<file path="src/rtl/mem_arbiter.sv">
// Shares one memory port between instruction fetch (IF) and the data port (DM).
// The arbiter uses fixed DM priority with a starvation guard for IF.
// An in-order tracking FIFO routes each response back to the port that issued the request.
// Fetch responses made stale by a pipeline flush are dropped.
module mem_arbiter #(
    parameter int unsigned MAX_OUTSTANDING = 4,
    parameter int unsigned STARVE_LIMIT    = 3
) (
    input  logic        clk,
    input  logic        rst,
    input  logic        if_req_valid,
    output logic        if_req_ready,
    input  logic [31:0] if_req_addr,
    output logic        if_resp_valid,
    input  logic        if_resp_ready,
    output logic [31:0] if_resp_data,
    input  logic        dm_req_valid,
    output logic        dm_req_ready,
    input  logic [31:0] dm_req_addr,
    input  logic [31:0] dm_req_wdata,
    input  logic        dm_req_we,
    input  logic [3:0]  dm_req_be,
    output logic        dm_resp_valid,
    input  logic        dm_resp_ready,
    output logic [31:0] dm_resp_data,
    output logic        mem_req_valid,
    input  logic        mem_req_ready,
    output logic [31:0] mem_req_addr,
    output logic [31:0] mem_req_wdata,
    output logic        mem_req_we,
    output logic [3:0]  mem_req_be,
    input  logic        mem_resp_valid,
    output logic        mem_resp_ready,
    input  logic [31:0] mem_resp_data,
    input  logic        flush
);
    localparam int unsigned PtrW = (MAX_OUTSTANDING > 1) ? $clog2(MAX_OUTSTANDING) : 1;
    localparam int unsigned CntW = PtrW + 1;
    localparam int unsigned StW  = (STARVE_LIMIT > 0) ? $clog2(STARVE_LIMIT + 1) : 1;
    localparam logic PortIf = 1'b0;
    localparam logic PortDm = 1'b1;

    logic [PtrW-1:0] wr_ptr_q, wr_ptr_d, rd_ptr_q, rd_ptr_d;
    logic [CntW-1:0] count_q, count_d;
    logic            lock_valid_q, lock_valid_d;
    logic            lock_id_q, lock_id_d;
    logic [StW-1:0]  starve_cnt_q, starve_cnt_d;
    logic            fifo_id_q [MAX_OUTSTANDING];
    logic            fifo_id_d [MAX_OUTSTANDING];
    logic            fifo_discard_q [MAX_OUTSTANDING];
    logic            fifo_discard_d [MAX_OUTSTANDING];

    logic full, empty, sel_id, sel_valid, grant, pop, head_id, head_discard;

    // Arbitration, request muxing and ready generation
    always_comb begin
        full  = (count_q == CntW'(MAX_OUTSTANDING));
        empty = (count_q == '0);
        if (lock_valid_q) begin
            sel_id = lock_id_q;
        end else if (dm_req_valid &&
                     !(if_req_valid && (starve_cnt_q == StW'(STARVE_LIMIT)))) begin
            sel_id = PortDm;
        end else begin
            sel_id = PortIf;
        end
        sel_valid     = (sel_id == PortDm) ? dm_req_valid : if_req_valid;
        mem_req_valid = !rst && sel_valid && !full;
        grant         = mem_req_valid && mem_req_ready;
        if_req_ready  = !rst && (sel_id == PortIf) && mem_req_ready && !full;
        dm_req_ready  = !rst && (sel_id == PortDm) && mem_req_ready && !full;
        mem_req_addr  = '0;
        mem_req_wdata = '0;
        mem_req_we    = 1'b0;
        mem_req_be    = '0;
        if (!rst) begin
            if (sel_id == PortDm) begin
                mem_req_addr  = dm_req_addr;
                mem_req_wdata = dm_req_wdata;
                mem_req_we    = dm_req_we;
                mem_req_be    = dm_req_be;
            end else begin
                mem_req_addr = if_req_addr;
                mem_req_be   = 4'hF;
            end
        end
    end

    // Response routing from the head of the tracking FIFO
    always_comb begin
        head_id        = fifo_id_q[rd_ptr_q];
        head_discard   = fifo_discard_q[rd_ptr_q];
        if_resp_valid  = 1'b0;
        dm_resp_valid  = 1'b0;
        mem_resp_ready = 1'b0;
        if (!empty && !rst) begin
            if (head_discard) begin
                mem_resp_ready = 1'b1;
            end else if (head_id == PortIf) begin
                // A response landing in a flush cycle is stale and swallowed here
                if_resp_valid  = mem_resp_valid && !flush;
                mem_resp_ready = if_resp_ready || flush;
            end else begin
                dm_resp_valid  = mem_resp_valid;
                mem_resp_ready = dm_resp_ready;
            end
        end
        if_resp_data = mem_resp_data;
        dm_resp_data = mem_resp_data;
        pop          = mem_resp_valid && mem_resp_ready;
    end

    // Next-state for the tracking FIFO, lock and starvation counter
    always_comb begin
        fifo_id_d      = fifo_id_q;
        fifo_discard_d = fifo_discard_q;
        if (flush) begin
            for (int i = 0; i < MAX_OUTSTANDING; i++) begin
                if (fifo_id_q[i] == PortIf) fifo_discard_d[i] = 1'b1;
            end
        end
        wr_ptr_d = wr_ptr_q;
        rd_ptr_d = rd_ptr_q;
        if (grant) begin
            fifo_id_d[wr_ptr_q]      = sel_id;
            fifo_discard_d[wr_ptr_q] = (sel_id == PortIf) && flush;
            wr_ptr_d                 = wr_ptr_q + PtrW'(1);
        end
        if (pop) rd_ptr_d = rd_ptr_q + PtrW'(1);
        unique case ({grant, pop})
            2'b10:   count_d = count_q + CntW'(1);
            2'b01:   count_d = count_q - CntW'(1);
            default: count_d = count_q;
        endcase
        // Hold the selection while downstream stalls so payload stays stable
        lock_valid_d = mem_req_valid && !mem_req_ready;
        lock_id_d    = lock_valid_d ? sel_id : lock_id_q;
        starve_cnt_d = starve_cnt_q;
        if (!if_req_valid || (grant && (sel_id == PortIf))) begin
            starve_cnt_d = '0;
        end else if (grant && (starve_cnt_q != StW'(STARVE_LIMIT))) begin
            starve_cnt_d = starve_cnt_q + StW'(1);
        end
    end

    // State registers
    always_ff @(posedge clk or posedge rst) begin
        if (rst) begin
            wr_ptr_q     <= '0;
            rd_ptr_q     <= '0;
            count_q      <= '0;
            lock_valid_q <= 1'b0;
            lock_id_q    <= PortIf;
            starve_cnt_q <= '0;
            for (int i = 0; i < MAX_OUTSTANDING; i++) begin
                fifo_id_q[i]      <= PortIf;
                fifo_discard_q[i] <= 1'b0;
            end
        end else begin
            wr_ptr_q       <= wr_ptr_d;
            rd_ptr_q       <= rd_ptr_d;
            count_q        <= count_d;
            lock_valid_q   <= lock_valid_d;
            lock_id_q      <= lock_id_d;
            starve_cnt_q   <= starve_cnt_d;
            fifo_id_q      <= fifo_id_d;
            fifo_discard_q <= fifo_discard_d;
        end
    end

endmodule

</file>
<file path="config.mk">
export PLATFORM = sky130hd
export DESIGN_NAME = mem_arbiter
export DESIGN_NICKNAME = d
export VERILOG_FILES = /design/src/rtl/mem_arbiter.sv
export SDC_FILE = /design/constraint.sdc
export NUM_CORES = 1
export LEC_CHECK = 0
export ABC_AREA = 1
export CAP_MARGIN = 25
export CORE_AREA = 5 5 105 107
export DETAILED_ROUTE_END_ITERATION = 8
export DIE_AREA = 0 0 110 112
export DONT_BUFFER_PORTS = 1
export GPL_TIMING_DRIVEN = 0
export HOLD_SLACK_MARGIN = 0.06
export PLACE_DENSITY_LB_ADDON = 0.3
export SETUP_SLACK_MARGIN = 0.05
export SYNTH_ARGS = -nofsm -noshare
export SYNTH_HDL_FRONTEND = slang
export SYNTH_SLANG_ARGS = --single-unit
</file>
<file path="constraint.sdc">
create_clock -name clk -period 4.4 [get_ports clk]
set_clock_uncertainty 0.15 [all_clocks]
set_input_delay 1.1 -clock clk [delete_from_list [all_inputs] [get_ports clk]]
set_output_delay 1.1 -clock clk [all_outputs]
set_load 0.05 [all_outputs]
</file>
# Word-level counts from Yosys, hierarchy flattened
# Index checks and enable logic that the tools add are counted.
# word_totals
register_bits,19
inputBits,142
# op_classes
n_addsub,5
magnitude_cmp,3
eq_ne,5
mux,39
bitwise_logic,3
reduce_logical,31
# op_table
operator,n
$mux W32,4
$mux W1,23
$logic_and A1 B1 Y1,19
$mux W4,4
$bwmux W4,2
$logic_not A1 Y1,7
$add A2 B1 Y2 const B,3
$ge A3 B3 Y1 const B,2
$not A2 Y3,2
$pmux W3 S2,1
$bmux W1 S2,2
$eq A2 B2 Y1 const B,2
$mux W2,2
$reduce_bool A2 Y1,2
$add A3 B1 Y3 const B,1
$eq A3 B3 Y1 const B,1
$logic_not A3 Y1,1
$lt A3 B1 Y1 const B,1
$sub A3 B1 Y3 const B,1
$demux W1 S2,1
$eq A2 B1 Y1 const B,1
$logic_or A1 B1 Y1,2
$ne A2 B2 Y1 const B,1
$not A1 Y1,1

# Longest topological paths before layout
# Gate-level depths: netlist (run 1).
# depth
word_depth,13
mapped_depth,16
ltp_nobuf,15

# Worst setup path before layout (run 1)
# No wires, ideal clock.
# synth_path
path_kind,input to output
startpoint,input rst
endpoint,output if_resp_valid
arrival_ns,2.521
slack_ns,0.629
path_stages,5
n_path_buf,0
cell_sequence,inv_2 > o31ai_1 > nor2_1 > nand2_1 > nor3_1
# synth_between
elab_chain_len,3
# synth_lines
item,line,rtl
start: declaration,10,"input logic rst,"
$logic_not A1 Y1 (no source line),--,
$logic_and A1 B1 Y1,96,if (!empty && !rst) begin
$mux W1,96,
end: declaration,14,"output logic if_resp_valid,"
# No other way between the ends.

# Worst setup path in the final report (run 1)
# layout_path
startpoint,input rst
endpoint,output mem_req_addr[27]
# layout_between
elab_chain_len,1
# layout_lines
item,line,rtl
$mux W32,76,if (!rst) begin
end: declaration,28,"output logic [31:0] mem_req_addr,"
# No other way between the ends.

==> impl_metrics.json, run 1 <==
{
  "outcome": "finished, final reports clean",
  "fillCellCount": 1118,
  "routed_wire_length_per_instance_um": 19.5,
  "leakagePower_nw": 1.52,
  "finalInstanceArea_sq_um": 2630,
  "detailedPlace.worstSlack_ns": 0.403,
  "total_switching_power_w": 0.000745,
  "synthesis.area_per_instance_sq_um": 6.01,
  "critPathSlowestCell": "buf_2",
  "mappedNetlistNets": 548,
  "critPathLaunchType": "primary input",
  "finalSetupViolCount": 0,
  "hold_fix_buffers_cts": 0,
  "detail_route.drc_violations": 0,
  "hold_viol_final": 0,
  "crit_type": "in -> out",
  "clock_sinks": 19,
  "floorplan_row_count": 37,
  "layout.cells.most_common": "nand2_1",
  "cts.path.max_buffers": 2,
  "port-buffer-count": 0,
  "die_area_sq_um": 12300,
  "crit_arrival_ns": 2.67,
  "sw_frac_of_total_pct": 59.9,
  "initial_core_util_pct": 23.9,
  "grt_setup_unrepaired": "no",
  "diodes": 0,
  "worst_path_maximum_fanout": 28,
  "warnings_synthesis": 0,
  "grt_pass1_wl_um": 14000,
  "htree_levels": 1,
  "groute.usage.overall_pct": 15.2,
  "grt_start_max_net_pins": 29,
  "pwr_density_nw_per_um2": 473,
  "share_of_final_layout_standard_cells_stronger_than_drive_strength_1_pct": 23.0,
  "final_period_minus_worst_setup_slack_ns": 3.92,
  "timing.fmax_mhz": 255,
  "die_h_um": 112,
  "power.share.clock_pct": 10.1,
  "p_int_w": 0.000499,
  "slew_headroom_pct": 34.5,
  "finalNetCount": 554,
  "drtIter0Drc": 168,
  "holdCritPathClass": "reg -> reg",
  "worst_ir_drop_on_vdd_mv": 0.233,
  "cts-root-buf": "clkbuf_8",
  "postSynthCellCount": 399,
  "power.sequential.fraction_pct": 24.4,
  "vias_in_the_first_global_route": 2246,
  "clkTransAtPathRegs_ns": 0.08,
  "setup_ws_ns": 0.485,
  "via_count": 2411,
  "timing.critical_path.to_type": "output port",
  "power_frac_comb_pct": 65.5,
  "ctsResizeCount": 0,
  "floorplan.die.width_um": 110,
  "post_synth_instance_area_sq_um": 2400,
  "pnr_total_power_w": 0.00124,
  "synthToLayoutAreaGrowth_pct": 9.44,
  "critical_path_required_ns": 3.15,
  "critical_path.most_common_cell": "buf_2",
  "gpl.final_weighted_congestion": 0.989,
  "final.setup.tns_ns": 0,
  "crit_chain": "inv_2 -> buf_2 -> buf_2 -> nand3_1 -> nand2_1",
  "core_area_sq_um": 10000,
  "dp_hpwl_um": 9410,
  "netlist-cell-type-count": 26,
  "post-cts-setup-buffers": 0,
  "fin_worst_hold_slack_ns": 0.370,
  "slew_violations": 0,
  "cts_tree": "yes",
  "postPlaceCellArea_sq_um": 2580,
  "drv.max_cap_violation_count": 0,
  "num_io_pins": 281,
  "yosysSeqAreaShare_pct": 19.8,
  "postSynthRegisterBits": 19,
  "antenna_found_initial": 1,
  "highest_count_cells_in_the_layout_ignoring_fill_and_taps": "nand2_1, buf_4, inv_1, nor2_1, nand3_1",
  "drtPass1Iterations": 4,
  "global_route.overflow_total": 0,
  "cpPeakStageDelay_ns": 0.57,
  "cts_made_buffers": 3,
  "tightestPinTransition_ns": 0.978,
  "fin_crit_sh_pct": 89.0,
  "drtAntennaViolNets": 0,
  "via_per_inst": 4.46,
  "drt-total-wl_um": 10500,
  "latest_clock_arrival_within_the_worst_skew_pair_ns": 0.26
}
-- registers in the layout, indices dropped and copies added (netlist names) --
name	cells
lock_id_q	1
fifo_discard_q	4
wr_ptr_q	2
lock_valid_q	1
count_q	3
starve_cnt_q	2
rd_ptr_q	2
fifo_id_q	4
-- synthesized netlist by cell type (all sizes together) --
master / n / share of area, %
ha: 6 / 3.1
fa: 1 / 0.83
clkbuf: 1 / 0.16
xnor2: 2 / 0.73
nor3: 2 / 0.42
buf: 78 / 23
nand2: 111 / 18
dfrtp: 19 / 20
xor2: 2 / 0.73
inv: 64 / 10
a21oi: 7 / 1.5
nand3: 41 / 8.8
o31ai: 1 / 0.31
nor2: 47 / 8.8
nand4: 3 / 0.78
o21ai: 13 / 2.7
nand3b: 1 / 0.31
-- per-layer routing --
metal | GRT usage (%) | vias to the layer above | share of wire, %
li1 | - | 1142 | -
met1 | 18.2 | 1097 | 36
met2 | 23.1 | 154 | 45
met3 | 9.80 | 16 | 17
met4 | 2.74 | 2 | 1.3
met5 | 0 | - | 0.12
-- power groups by stage --
stage	logic [W]	registers, W	clock network, W
CTS	0.000823	0.000305	0.000130
global route	0.000889	0.000316	0.000138
detailed placement	0.000821	0.000306	0
global placement	0.000812	0.000306	0
floorplan	0.000727	0.000290	0
finish	0.000815	0.000304	0.000125
-- worst paths after layout --
path	depth (start not counted)	from	slack (ns)	end
max in group asynchronous	3	rst	2.56	wr_ptr_q[0]$_DFFE_PP0N_
setup / recovery	5	rst	0.48	mem_req_addr[27]
min in group asynchronous	3	rst	1.13	starve_cnt_q[0]$_DFFE_PP0P_
hold reg to reg	2	lock_id_q$_DFFE_PP0P_	0.37	lock_id_q$_DFFE_PP0P_
setup reg to reg	12	starve_cnt_q[0]$_DFFE_PP0P_	1.92	count_q[2]$_DFFE_PP0P_
hold / removal	2	lock_id_q$_DFFE_PP0P_	0.37	lock_id_q$_DFFE_PP0P_
-- final cells by class --
type                       instances  area (sq um)  area share [%]
tap                              136           170            6.48
inverter                          64           240            9.15
timing repair buffer               1          7.51           0.286
clock inverter                     1          7.51           0.286
sequential                        19           475            18.1
buffer                            79           554            21.1
multi-input combinational        237          1130            43.0
clock buffer                       3          41.3            1.57
-- cells by family (layout without fill, tap and decap cells) --
kind of cell / count (synthesis) / after routing / share of synthesized area, %
AND/OR/NAND/NOR: 205 / 205 / 37.2
flip-flops: 19 / 19 / 19.8
buffers and inverters: 143 / 148 / 33.1
AO/OA/AOI/OAI: 21 / 21 / 4.48
XOR/XNOR: 4 / 4 / 1.46
adder cells (fa/ha/maj): 7 / 7 / 3.96
-- through the flow --
stage                     std cells  utilization, %
after global routing            540            26.1
final                           540            26.1
after detailed placement        536            25.7
after CTS                       540            26.1
after floorplan                 399               -
after global placement          535            25.6
-- critical path, delay by kind of cell --
| kind | cells | cell delay, ns |
|---|---|---|
| buffers and inverters | 3 | 0.91 |
| AND/OR/NAND/NOR | 2 | 0.63 |
No activity file was read; power rests on OpenSTA's default activity.
==> inputs of run 2 (changes only) <==
--- a/config.mk
+++ b/config.mk
@@ -5,7 +5,6 @@
 export SDC_FILE = /design/constraint.sdc
 export NUM_CORES = 1
 export LEC_CHECK = 0
-export ABC_AREA = 1
 export CAP_MARGIN = 25
 export CORE_AREA = 5 5 105 107
 export DETAILED_ROUTE_END_ITERATION = 8
@@ -15,6 +14,7 @@
 export HOLD_SLACK_MARGIN = 0.06
 export PLACE_DENSITY_LB_ADDON = 0.3
 export SETUP_SLACK_MARGIN = 0.05
+export SLEW_MARGIN = 20
 export SYNTH_ARGS = -nofsm -noshare
 export SYNTH_HDL_FRONTEND = slang
 export SYNTH_SLANG_ARGS = --single-unit
==> impl_metrics.json, run 2 <==
{
  "outcome": "finished, final reports clean",
  "drtIter0Drc": 124,
  "diodes": 0,
  "num_io_pins": 281,
  "cts_made_buffers": 3,
  "synthMostInstantiatedCell": "nand2_1",
  "via_count": 2420,
  "layout_top_registers": "fifo_discard_q x4, fifo_id_q x4, count_q x3",
  "global_route.overflow_total": 0,
  "netlist-cell-type-count": 44,
  "synth.largest_area_cell": "buf_4",
  "synthTopCellsByArea": "buf_4, dfrtp_1, nand2_1",
  "finalSetupViolCount": 0,
  "cts-root-buf": "clkbuf_8",
  "grt_start_max_net_pins": 29,
  "timing.fmax_mhz": 243,
  "fillCellCount": 1067,
  "crit_arrival_ns": 2.86,
  "fin_crit_sh_pct": 93.4,
  "ctsResizeCount": 1,
  "worst_ir_drop_on_vdd_mv": 0.278,
  "multi_input_area_sq_um": 1470,
  "cts_tree": "yes",
  "yosysSeqAreaShare_pct": 19.5,
  "port-buffer-count": 0,
  "post-cts-setup-buffers": 0,
  "power_frac_comb_pct": 68.1,
  "synth_largest_type_area_fraction_pct": 19.7,
  "clock_sinks": 19,
  "vias_in_the_first_global_route": 2183,
  "share_of_final_layout_standard_cells_stronger_than_drive_strength_1_pct": 35.0,
  "critical_path.startpoint": "dm_req_valid",
  "floorplan.die.width_um": 110,
  "worst_flop_to_flop_path_startpoint": "rd_ptr_q[0]$_DFFE_PP0N_",
  "latest_clock_arrival_within_the_worst_skew_pair_ns": 0.26,
  "final_period_minus_worst_setup_slack_ns": 4.11,
  "synthFlopType": "dfrtp_1",
  "finalNetCount": 499,
  "total_switching_power_w": 0.000784,
  "drv.max_cap_violation_count": 0,
  "leakagePower_nw": 1.32,
  "post-route-util_pct": 28.1,
  "timing.critical_path.to_type": "output port",
  "antenna_found_initial": 0,
  "sw_frac_of_total_pct": 57.0,
  "via_per_inst": 4.99,
  "clkTransAtPathRegs_ns": 0.08,
  "highest_count_cells_in_the_layout_ignoring_fill_and_taps": "nand2_1, buf_4, and3_1, a21oi_2, dfrtp_1",
  "groute.usage.overall_pct": 13.2,
  "holdCritPathClass": "reg -> reg",
  "die_h_um": 112,
  "pwr_density_nw_per_um2": 487,
  "post_synth_instance_area_sq_um": 2440,
  "p_int_w": 0.000591,
  "grt_pass1_wl_um": 12700,
  "async_reset_ff_share_pct": 100,
  "postSynthRegisterBits": 19,
  "cts.path.max_buffers": 2,
  "gpl.final_weighted_congestion": 0.720,
  "hold_fix_buffers_cts": 0,
  "grt_setup_unrepaired": "no",
  "drt-total-wl_um": 9510,
  "drtAntennaViolNets": 0,
  "postSynthCellCount": 338,
  "mappedNetlistNets": 487,
  "layout.area.seq_sq_um": 475,
  "drtPass1Iterations": 4,
  "power.sequential.fraction_pct": 22.7,
  "routed_wire_length_per_instance_um": 19.6,
  "worst_path_maximum_fanout": 10,
  "synth_common_cells": "nand2_1, buf_4, and3_1",
  "hold_viol_final": 0,
  "synthToLayoutAreaGrowth_pct": 15.9,
  "floorplan_row_count": 37,
  "warnings_synthesis": 0,
  "initial_core_util_pct": 24.2,
  "hold_crit_start": "count_q[2]$_DFFE_PP0P_",
  "slew_headroom_pct": 30.8,
  "core_area_sq_um": 10000,
  "die_area_sq_um": 12300,
  "htree_levels": 1,
  "number_of_enable_type_register_cells_in_the_synthesized_netlist": 0,
  "slew_violations": 0,
  "dp_hpwl_um": 8160,
  "pnr_total_power_w": 0.00138,
  "crit_type": "in -> out",
  "synthesis.area_per_instance_sq_um": 7.21,
  "critPathLaunchType": "primary input",
  "tightestPinTransition_ns": 1.04,
  "power.share.clock_pct": 9.2,
  "detail_route.drc_violations": 0,
  "critical_path_required_ns": 3.15
}
[run 2: cell type report]
cell class,count,share of cell area [%]
multi-input cells,224,52.1
flip-flops and latches,19,16.8
clock buffers,4,1.60
repair buffers,7,1.86
inverters,8,1.06
plain buffers,87,20.5
well taps,136,6.03
[run 2: critical path, stage by stage]
cell,delay [ns]
a21boi_1,0.12
mux2i_1,0.23
buf_2,0.29
buf_1,0.35
nor2_1,0.08
nor2_1,0.68
[run 2: through the flow]
step	TNS [ns]	hold WS (ns)	area [sq um]	std cells	worst slack, ns
after global routing	0	0.421	2820	485	0.141
final	0	0.384	2820	485	0.292
after CTS	0	0.377	2760	485	0.0625
after floorplan	0	0.331	2440	338	0.113
after global placement	-0.969	0.360	2610	474	-0.287
after detailed placement	0	0.362	2710	481	0.0521
[run 2: cells by family (layout without fill, tap and decap cells)]
logic type                 after synthesis  in the layout  share of synthesized area (%)
adders and majority gates                7              7                           3.90
xor gates and xnor gates                 4              4                           1.44
buffers and inverters                   95            106                           25.0
DFF                                     19             19                           19.5
AOI/OAI and AO/OA                       51             51                           13.6
muxes                                   15             15                           7.55
and+or+nand+nor                        147            147                           29.0
[run 2: path summary, 6_finish.rpt]
check	to	slack, ns	cells after the start
worst max-delay path	mem_req_be[0]	0.29	6
worst min-delay path	count_q[2]$_DFFE_PP0P_	0.38	1
worst max register to register	count_q[2]$_DFFE_PP0P_	1.59	11
worst min register to register	count_q[2]$_DFFE_PP0P_	0.38	1
max in group asynchronous	fifo_id_q[1]$_DFFE_PP0P_	2.56	3
min in group asynchronous	starve_cnt_q[0]$_DFFE_PP0P_	1.13	3
[run 2: power groups by stage]
stage	registers (W)	logic, W	clock network [W]
floorplan	0.000297	0.000800	0
global placement	0.000313	0.000890	0
detailed placement	0.000315	0.000923	0
CTS	0.000311	0.000928	0.000127
global route	0.000325	0.00101	0.000135
finish	0.000312	0.000937	0.000126
[run 2: metal layers]
metal  track usage, %  routed length (um)  vias up
li1                 -                   -     1102
met1             17.1                3670     1186
met2             23.5                4930      128
met3             1.91                 872        4
met4             1.58                  31        0
met5                0                   0        -
